<file path="config.mk">
export PLATFORM = sky130hd
export DESIGN_NAME = ybus_receiver_flat
export DESIGN_NICKNAME = d
export VERILOG_FILES = /design/src/rtl/ybus_if.sv /design/src/rtl/ybus_receiver.sv /design/src/flat_wrapper.sv
export SDC_FILE = /design/constraint.sdc
export NUM_CORES = 1
export LEC_CHECK = 0
export ABC_AREA = 1
export BUFFER_PORTS_ARGS = -buffer_cell sky130_fd_sc_hd__buf_2
export CAP_MARGIN = 20
export CORE_UTILIZATION = 60
export DETAILED_ROUTE_END_ITERATION = 6
export PLACE_DENSITY = 0.93
export SLEW_MARGIN = 25
export SYNTH_ARGS = -nofsm -noshare
export SYNTH_HDL_FRONTEND = slang
export SYNTH_SLANG_ARGS = --single-unit
</file>
<file path="constraint.sdc">
create_clock -name clk -period 6.5 [get_ports clk]
set_input_delay 0.65 -clock clk [delete_from_list [all_inputs] [get_ports clk]]
set_output_delay 0.65 -clock clk [all_outputs]
set_load 0.05 [all_outputs]
</file>
<file path="src/rtl/ybus_if.sv">
// ybus_if: four-phase YBUS sender/receiver link
// Signals: YREQ/YDATA/YPARITY from sender; YACK/PARITYSEL back from receiver.
// Modports: master = sender side, slave = receiver side.
interface ybus_if;
  logic        YREQ;
  logic [31:0] YDATA;
  logic        YPARITY;
  logic        YACK;
  logic        PARITYSEL;
  modport master (output YREQ, YDATA, YPARITY, input YACK, PARITYSEL);
  modport slave  (input YREQ, YDATA, YPARITY, output YACK, PARITYSEL);
endinterface

</file>
<file path="src/rtl/ybus_receiver.sv">
// ybus_receiver: four-phase YBUS receiver with parity check and DEPTH-entry receive FIFO
// Ports: clk, rst (sync, active-high); y (ybus_if.slave: YREQ/YDATA/YPARITY in, YACK/PARITYSEL out);
//        cfg_odd (requested parity mode); rd_valid/rd_data/rd_pop (FIFO read side);
//        parity_err (one-cycle reject pulse); err_count (saturating reject count).
module ybus_receiver #(
  parameter int DEPTH = 4
) (
  input  logic        clk,
  input  logic        rst,
  ybus_if.slave       y,
  input  logic        cfg_odd,
  output logic        rd_valid,
  output logic [31:0] rd_data,
  input  logic        rd_pop,
  output logic        parity_err,
  output logic [7:0]  err_count
);
  localparam int AW = $clog2(DEPTH);
  localparam int CW = AW + 1;
  typedef enum logic {IDLE, ACK} state_t;
  state_t state, state_nxt;
  logic [31:0] mem [DEPTH];
  logic [AW-1:0] wr_ptr, rd_ptr;
  logic [CW-1:0] count;
  logic psel, capture, pass, push, pop;
  always_ff @(posedge clk) state <= rst ? IDLE : state_nxt;
  always_comb state_nxt = (state == IDLE) ? (capture ? ACK : IDLE) : (y.YREQ ? ACK : IDLE);
  // Full check uses the registered count, so a same-edge pop never frees room for a capture.
  always_comb begin
    capture = (state == IDLE) && y.YREQ && (count < CW'(DEPTH));
    pass    = ((^y.YDATA) ^ y.YPARITY) == psel;
    push    = capture && pass;
    pop     = rd_pop && (count != '0);
  end
  assign y.YACK      = (state == ACK);
  assign y.PARITYSEL = psel;
  assign rd_valid    = (count != '0);
  assign rd_data     = mem[rd_ptr];
  always_ff @(posedge clk)
    if (push) mem[wr_ptr] <= y.YDATA;
  // Parity mode is only re-sampled between transfers so the sender sees a stable mode.
  always_ff @(posedge clk) begin
    if (rst) begin
      psel       <= cfg_odd;
      wr_ptr     <= '0;
      rd_ptr     <= '0;
      count      <= '0;
      parity_err <= 1'b0;
      err_count  <= '0;
    end else begin
      if (state == IDLE && !y.YREQ) psel <= cfg_odd;
      if (push) wr_ptr <= wr_ptr + AW'(1);
      if (pop) rd_ptr <= rd_ptr + AW'(1);
      count      <= count + CW'(push) - CW'(pop);
      parity_err <= capture && !pass;
      if (capture && !pass && err_count != 8'hFF) err_count <= err_count + 8'd1;
    end
  end
endmodule

</file>
<file path="src/flat_wrapper.sv">
// flat-port wrapper written by rule: the top's interface ports become plain ports
module ybus_receiver_flat 
#(
  parameter int DEPTH = 4
)
  (clk, rst, cfg_odd, rd_valid, rd_data, rd_pop, parity_err, err_count, y_YREQ, y_YDATA, y_YPARITY, y_YACK, y_PARITYSEL);
  ybus_if y_i ();
  input  logic clk;
  input  logic rst;
  input  logic cfg_odd;
  output logic rd_valid;
  output logic [31:0] rd_data;
  input  logic rd_pop;
  output logic parity_err;
  output logic [7:0] err_count;
  input wire logic [$bits(y_i.YREQ)-1:0] y_YREQ;
  input wire logic [$bits(y_i.YDATA)-1:0] y_YDATA;
  input wire logic [$bits(y_i.YPARITY)-1:0] y_YPARITY;
  output wire logic [$bits(y_i.YACK)-1:0] y_YACK;
  output wire logic [$bits(y_i.PARITYSEL)-1:0] y_PARITYSEL;
  assign y_i.YREQ = y_YREQ;
  assign y_i.YDATA = y_YDATA;
  assign y_i.YPARITY = y_YPARITY;
  assign y_YACK = y_i.YACK;
  assign y_PARITYSEL = y_i.PARITYSEL;
  ybus_receiver #(.DEPTH(DEPTH)) u_core (.clk(clk), .rst(rst), .y(y_i), .cfg_odd(cfg_odd), .rd_valid(rd_valid), .rd_data(rd_data), .rd_pop(rd_pop), .parity_err(parity_err), .err_count(err_count));
endmodule
</file>
==> results of run 1 <==
[cell usage in the layout, fill, tap and decap left out]
cell          n
nand2_1     138
edfxtp_1    129
buf_2        81
nor2_1       80
o21ai_0      68
inv_1        40
o22ai_1      32
dfxtp_1      17
clkbuf_16    16
xor2_1       14
nand3_1      11
a21oi_1      11
xnor2_1       8
ha_1          7
clkinv_1      6
inv_2         5
bufinv_16     5
clkinv_2      4
nor2_4        4
nand3_2       3
o21ai_1       3
nand2_4       2
nor3_1        2
buf_16        2
nor2_2        1
nand2_2       1
nor2_8        1
nor3b_1       1
and2_1        1
nand4_2       1
a21oi_2       1
fa_1          1
dfxtp_4       1
dfxtp_2       1
clkbuf_8      1
clkinvlp_4    1
buf_4         1
[report_power, final]
group,internal (µW),switching (µW)
combinational,204,679
sequential,1110,67.9
clock,650,363
total,1960,1110
[state kept, by name, summed over array words and instances (netlist names), named ones only]
signal              count
u_core.parity_err       1
u_core.count            3
u_core.err_count        8
u_core.wr_ptr           2
u_core.rd_ptr           2
u_core.y.PARITYSEL      1
u_core.mem            128
u_core.y.YACK           1
[cell type report]
class / count / share of cell area
Multi-Input combinational cell: 391 / 0.2565
Tap cell: 136 / 0.02227
Timing Repair Buffer: 84 / 0.06125
Inverter: 47 / 0.02326
Clock buffer: 17 / 0.05421
Sequential cell: 148 / 0.5575
Clock inverter: 14 / 0.02506
[per-stage QoR]
step	cell area [µm²]	hold slack [ns]	power (µW)
after floorplan	6436	0.4357	1831
after global placement	6975	0.4501	2013
after detailed placement	6975	0.4663	2043
after CTS	7581	0.2852	3064
after global routing	7640	0.2815	3178
final	7640	0.2962	3073
[per-layer routing]
metal	wire length, µm	GRT usage	vias up
li1	-	-	2241
met1	5704	0.3232	2323
met2	7986	0.4831	293
met3	1325	0.07730	46
met4	432	0.1498	0
met5	0	0	-
[logic make-up after synthesis]
kind of cell / share of synthesized area
AO/OA/AOI/OAI: 0.09623
XOR/XNOR: 0.02994
adder cells (fa/ha/maj): 0.01672
buffers and inverters: 0.03927
flip-flops: 0.6610
AND/OR/NAND/NOR: 0.1569
[critical path: cells and delay by family, from the launching register on]
family | cells | cell delay [ns]
flops | 1 | 0.75
buf+inv | 3 | 1.33
compound gates | 2 | 0.41
[path summary, 6_finish.rpt]
path | from | endpoint
min reg2reg | u_core.rd_ptr[1] | flip-flop
min | cfg_odd | u_core.y.PARITYSEL
max reg2reg | u_core.y.PARITYSEL | u_core.mem[0][29]
max | flip-flop | rd_data[25]
==> results by group, run 1 <==
Global routing
  • Grt ovf: 0
  • Total track usage: 0.2821
  • First-pass GRT wire length: 23310 µm
  • Largest net degree at the start of global routing: 66
  • Antenna violations before repair: 0
  • Vias in the first global route: 4845

CTS
  • Skew-Pair Late Insertion Delay: 0.53 ns
  • CTS tree: done
  • Reg clk slew, reported paths: 0.06 ns
  • Hold_buf cts: 0
  • Max clock buf depth: 2
  • Number of gates resized after CTS: 0
  • H-tree depth: 4
  • Inserted Clock Buffers: 17
  • Clock Sink Count: 148
  • Setup Buffers After CTS: 0
  • Root Driver: clkbuf_8

Floorplanning
  • Die ar.: approximately 11000 µm²
  • Initial Util: 0.6207
  • CORE AREA: 10370 µm²
  • I/O Pins: 82
  • Width of the die: 105.6 µm
  • Die height: 105.6 µm
  • Rows: 37

Placement
  • Port buffer count: 81
  • RD Place Congestion: roughly 0.8
  • DP Worst Slack: 2.951 ns
  • Placed Cells: 804
  • Hpwl dp: 8345 µm

Final layout
  • Area of the multi-input gates: 1959 µm²
  • Antenna cells: 0
  • Fin util: 0.7367
  • Non-Filler Instances: 837
  • Sequential Area: 4259 µm²
  • Fin nets: 735
  • Share of layout cells above drive strength 1: 0.1883
  • FILL cells: 683
  • Area grow syn2layout: 18.70%

Yosys
  • Top cells by count, synth: nand2_1 (138), edfxtp_1 (129), nor2_1 (84), o21ai_0 (68), inv_1 (40)
  • Cell count after synthesis: just over 600
  • Count leader, synth: nand2_1
  • Post-synth EDFFs: 129
  • Yosys top cell area share: 0.6019
  • Post-Syn Area: 6436 µm²
  • Yosys warns: 0
  • Distinct cells, synth: 29
  • Yosys reg bits: roughly 150
  • FFs w/ async S/R, synth: 0
  • Register area share after synthesis: 0.6610
  • Post-synth net total: 652
  • Largest area contributor in the netlist: edfxtp_1
  • Most common flop cell mapped by yosys: edfxtp_1
  • Mapped Avg Cell Area: 10.62 µm²
  • Synth area leaders: edfxtp_1 (60%), nand2_1 (8.0%), dfxtp_1 (5.9%), o21ai_0 (5.3%), nor2_1 (4.9%)

Worst hold path
  • Worst hold path depth: 1
  • Type of the most critical hold path: input port to flip-flop

STA
  • Slew Viols, Final: 0
  • Sum of negative setup slack: 0 ns
  • Final worst slack: 2.800 ns
  • Clock Skews: approximately 0.0074 ns
  • Final Setup Violations: 0
  • Final Hold Viols: 0
  • Fin crit share: 0.5692
  • Peak Freq: 270.3 MHz
  • Final critical-path required period: 3.700 ns
  • Rel. slew slack: 0.3194
  • Worst-margin pin slew: around 1.0 ns
  • RSZ-0062 raised after global routing: no

Power
  • PwrDens: slightly above 400 nW/µm²
  • Max IR drop VDD: 0.2260 mV
  • Static power due to leakage: 0.003065 µW

Worst setup path
  • Reg2reg setup slack: 3.83 ns
  • CP endpoint kind: output pin
  • CP required: around 6 ns
  • Startpoint class of the critical path: flip-flop
  • Crit path max fanout: 65
  • Cells on worst reg2reg path: 9
  • Kind of critical path: flip-flop to output pin
  • WP data arrival: 3.05 ns
  • Critical Path Slowest Stage Cell: dfxtp_4
  • CP peak stage delay: 0.75 ns
  • Cell Chain, Critical Path: clkinv_1, buf_4, o21ai_0, o22ai_1, buf_2

Routing
  • First-pass detailed-route iteration total: 6
  • Remaining DRCs: 0
  • Detailed Route Iter0 Violations: approximately 570
  • DRT antenna net count: 0
  • Mean routed wirelength per cell: about 18 µm
  • Vias post-DR: around 4900
  • Vias per inst: just under 6
  • Drt total wl: between 15000 and 20000 µm

Run
  • Max Cap Viol: 0

Outcome
  • Result of the run: complete, no violations
Note: power is estimated with default switching activity, not from simulation.
==> run 2: changes to the inputs <==
--- a/config.mk
+++ b/config.mk
@@ -8,9 +8,9 @@
 export ABC_AREA = 1
 export BUFFER_PORTS_ARGS = -buffer_cell sky130_fd_sc_hd__buf_2
 export CAP_MARGIN = 20
-export CORE_UTILIZATION = 60
+export CORE_UTILIZATION = 58
 export DETAILED_ROUTE_END_ITERATION = 6
-export PLACE_DENSITY = 0.93
+export PLACE_DENSITY = 0.91
 export SLEW_MARGIN = 25
 export SYNTH_ARGS = -nofsm -noshare
 export SYNTH_HDL_FRONTEND = slang
==> constraint.sdc (replaced) <==
create_clock -name clk -period 3.7 [get_ports clk]
set_input_delay 0.37 -clock clk [delete_from_list [all_inputs] [get_ports clk]]
set_output_delay 0.37 -clock clk [all_outputs]
set_load 0.05 [all_outputs]
==> run 2 against run 1 <==
Die area up 3.4%. Sequential power up 69%. Design area about the same. Critical path type unchanged.
==> results by group, run 2 (synthesis gave the netlist of run 1 again) <==
Outcome
  • Result of the run: complete, no violations

STA
  • Worst-margin pin slew: about 1.0 ns
  • Peak Freq: 354.2 MHz
  • Sum of negative setup slack: 0 ns
  • Final Hold Viols: 0
  • Hold slack: 0.09549 ns
  • Slew Viols, Final: 0
  • Rel. slew slack: 0.3291
  • Final Setup Violations: 0
  • RSZ-0062 raised after global routing: no
  • Clock Skews: around 0.012 ns
  • Fin crit share: 0.7630
  • Final critical-path required period: 2.823 ns

Routing
  • Highest metal used: met4
  • Vias per inst: 5.686
  • Met2 wire len: ~7400 µm
  • Met3 routed WL: between 1000 and 1500 µm
  • Vias post-DR: about 4800
  • Metal-1 WL: 5395 µm
  • Remaining DRCs: 0
  • Mean routed wirelength per cell: 16.61 µm
  • Detailed Route Iter0 Violations: 357
  • Drt total wl: 14050 µm
  • DRT antenna net count: 0
  • First-pass detailed-route iteration total: 5

CTS
  • Clock Sink Count: 148
  • Inserted Clock Buffers: 17
  • CTS tree: done
  • Skew-Pair Late Insertion Delay: about 0.53 ns
  • Root Driver: clkbuf_8
  • Setup Buffers After CTS: 0
  • Number of gates resized after CTS: 0
  • Max clock buf depth: 2
  • H-tree depth: 4
  • Reg clk slew, reported paths: 0.06 ns

Final layout
  • Most common cell after layout, fill and taps aside: nand2_1
  • Area of the multi-input gates: 1959 µm²
  • FILL cells: 740
  • Area grow syn2layout: 18.68%
  • Antenna cells: 0
  • Max reg flops: around 130
  • Top flop regs: u_core.mem (128), u_core.err_count (8), u_core.count (3)
  • Fin nets: 741
  • Final instance area: 7639 µm²
  • Register with the most flip-flops: u_core.mem
  • Sequential Area: 4255 µm²
  • Share of layout cells above drive strength 1: 0.1926
  • Most frequent cells in the layout: nand2_1 (138), edfxtp_1 (129), buf_2 (81), nor2_1 (80), o21ai_0 (68)
  • Fin util: 0.7046

Floorplanning
  • I/O Pins: 82
  • Width of the die: 107.3 µm
  • Die ar.: roughly 12000 µm²
  • Rows: 38
  • CORE AREA: 10840 µm²
  • Die height: 107.3 µm
  • Initial Util: 0.5937

Global routing
  • First-pass GRT wire length: 22540 µm
  • Grt ovf: 0
  • Largest net degree at the start of global routing: 65
  • Antenna violations before repair: 0
  • Total track usage: 0.2627
  • Vias in the first global route: 4776

Run
  • Max Cap Viol: 0

Power
  • Max IR drop VDD: 0.3981 mV
  • Total Power Consumption: 5243 µW
  • PwrDens: between 600 and 700 nW/µm²
  • Static power due to leakage: 0.003066 µW

Worst setup path
  • CP required: between 3 and 4 ns
  • Kind of critical path: flip-flop to output pin
  • Startpoint class of the critical path: flip-flop
  • WP data arrival: 2.45 ns
  • CP endpoint kind: output pin
  • Crit path max fanout: 40

Placement
  • Port buffer count: slightly above 80
  • Placed cell areas: between 7000 and 8000 µm²
  • RD Place Congestion: 0.8370
  • Hpwl dp: ~8600 µm

Worst hold path
  • Type of the most critical hold path: input port to flip-flop
==> run 2: cell types whose count changed in the layout (fill, tap and decap cells not counted), sizes merged <==
cell | before | now
buf | 84 | 89
bufinv | 5 | 3
clkbuf | 17 | 18
clkinvlp | 1 | 2
dlygate4sd3 | 0 | 1
inv | 45 | 44
==> run 2: layer usage <==
| metal | up-vias | global-route usage |
|---|---|---|
| met1 | 2299 | 0.3144 |
| met2 | 220 | 0.4461 |
| met4 | 0 | 0.1262 |
| met5 | - | 0 |
| li1 | 2253 | - |
| met3 | 38 | 0.06477 |
==> run 2: timing repair <==
action	CTS	global route
hold buffers	1	0
setup endpoints to repair	0	0
hold endpoints to repair	1	0
==> run 2: final timing paths <==
| path | from | endpoint | slack [ns] | cells past startpoint |
|---|---|---|---|---|
| setup / recovery | flip-flop | rd_data[7] | 0.88 | 5 |
| hold / removal | y_YDATA[23] | u_core.mem[0][23] | 0.1 | 1 |
| setup reg to reg | u_core.y.PARITYSEL | u_core.mem[3][24] | 1.34 | 10 |
| hold reg to reg | u_core.rd_ptr[1] | u_core.rd_ptr[1] | 0.48 | 2 |
==> run 2: critical path: stages, from the launching register on <==
cell,delay (ns)
dfxtp_2,0.33
clkinv_1,0.49
buf_4,0.48
o21ai_0,0.21
o22ai_1,0.15
buf_2,0.24
==> run 2: stage by stage <==
| stage | std cells | setup slack [ns] |
|---|---|---|
| final | 846 | 0.8771 |
| after global routing | 846 | 0.6964 |
| after CTS | 846 | 0.8512 |
| after detailed placement | 815 | 0.9121 |
| after global placement | 815 | 1.071 |
| after floorplan | 606 | 0.5024 |
==> run 2: final cells by class <==
type	count	area share
Sequential cell	148	0.5571
Multi-Input combinational cell	391	0.2565
Timing Repair Buffer	90	0.06716
Clock buffer	18	0.05471
Inverter	47	0.02326
Tap cell	140	0.02293
Clock inverter	12	0.01835
==> run 2: power breakdown <==
| part | internal (µW) | total, µW | switching (µW) |
|---|---|---|---|
| Combinational | 376 | 1620 | 1250 |
| Clock | 1010 | 1630 | 625 |
| Sequential | 1940 | 1990 | 45.5 |
| Total | 3330 | 5240 | 1920 |
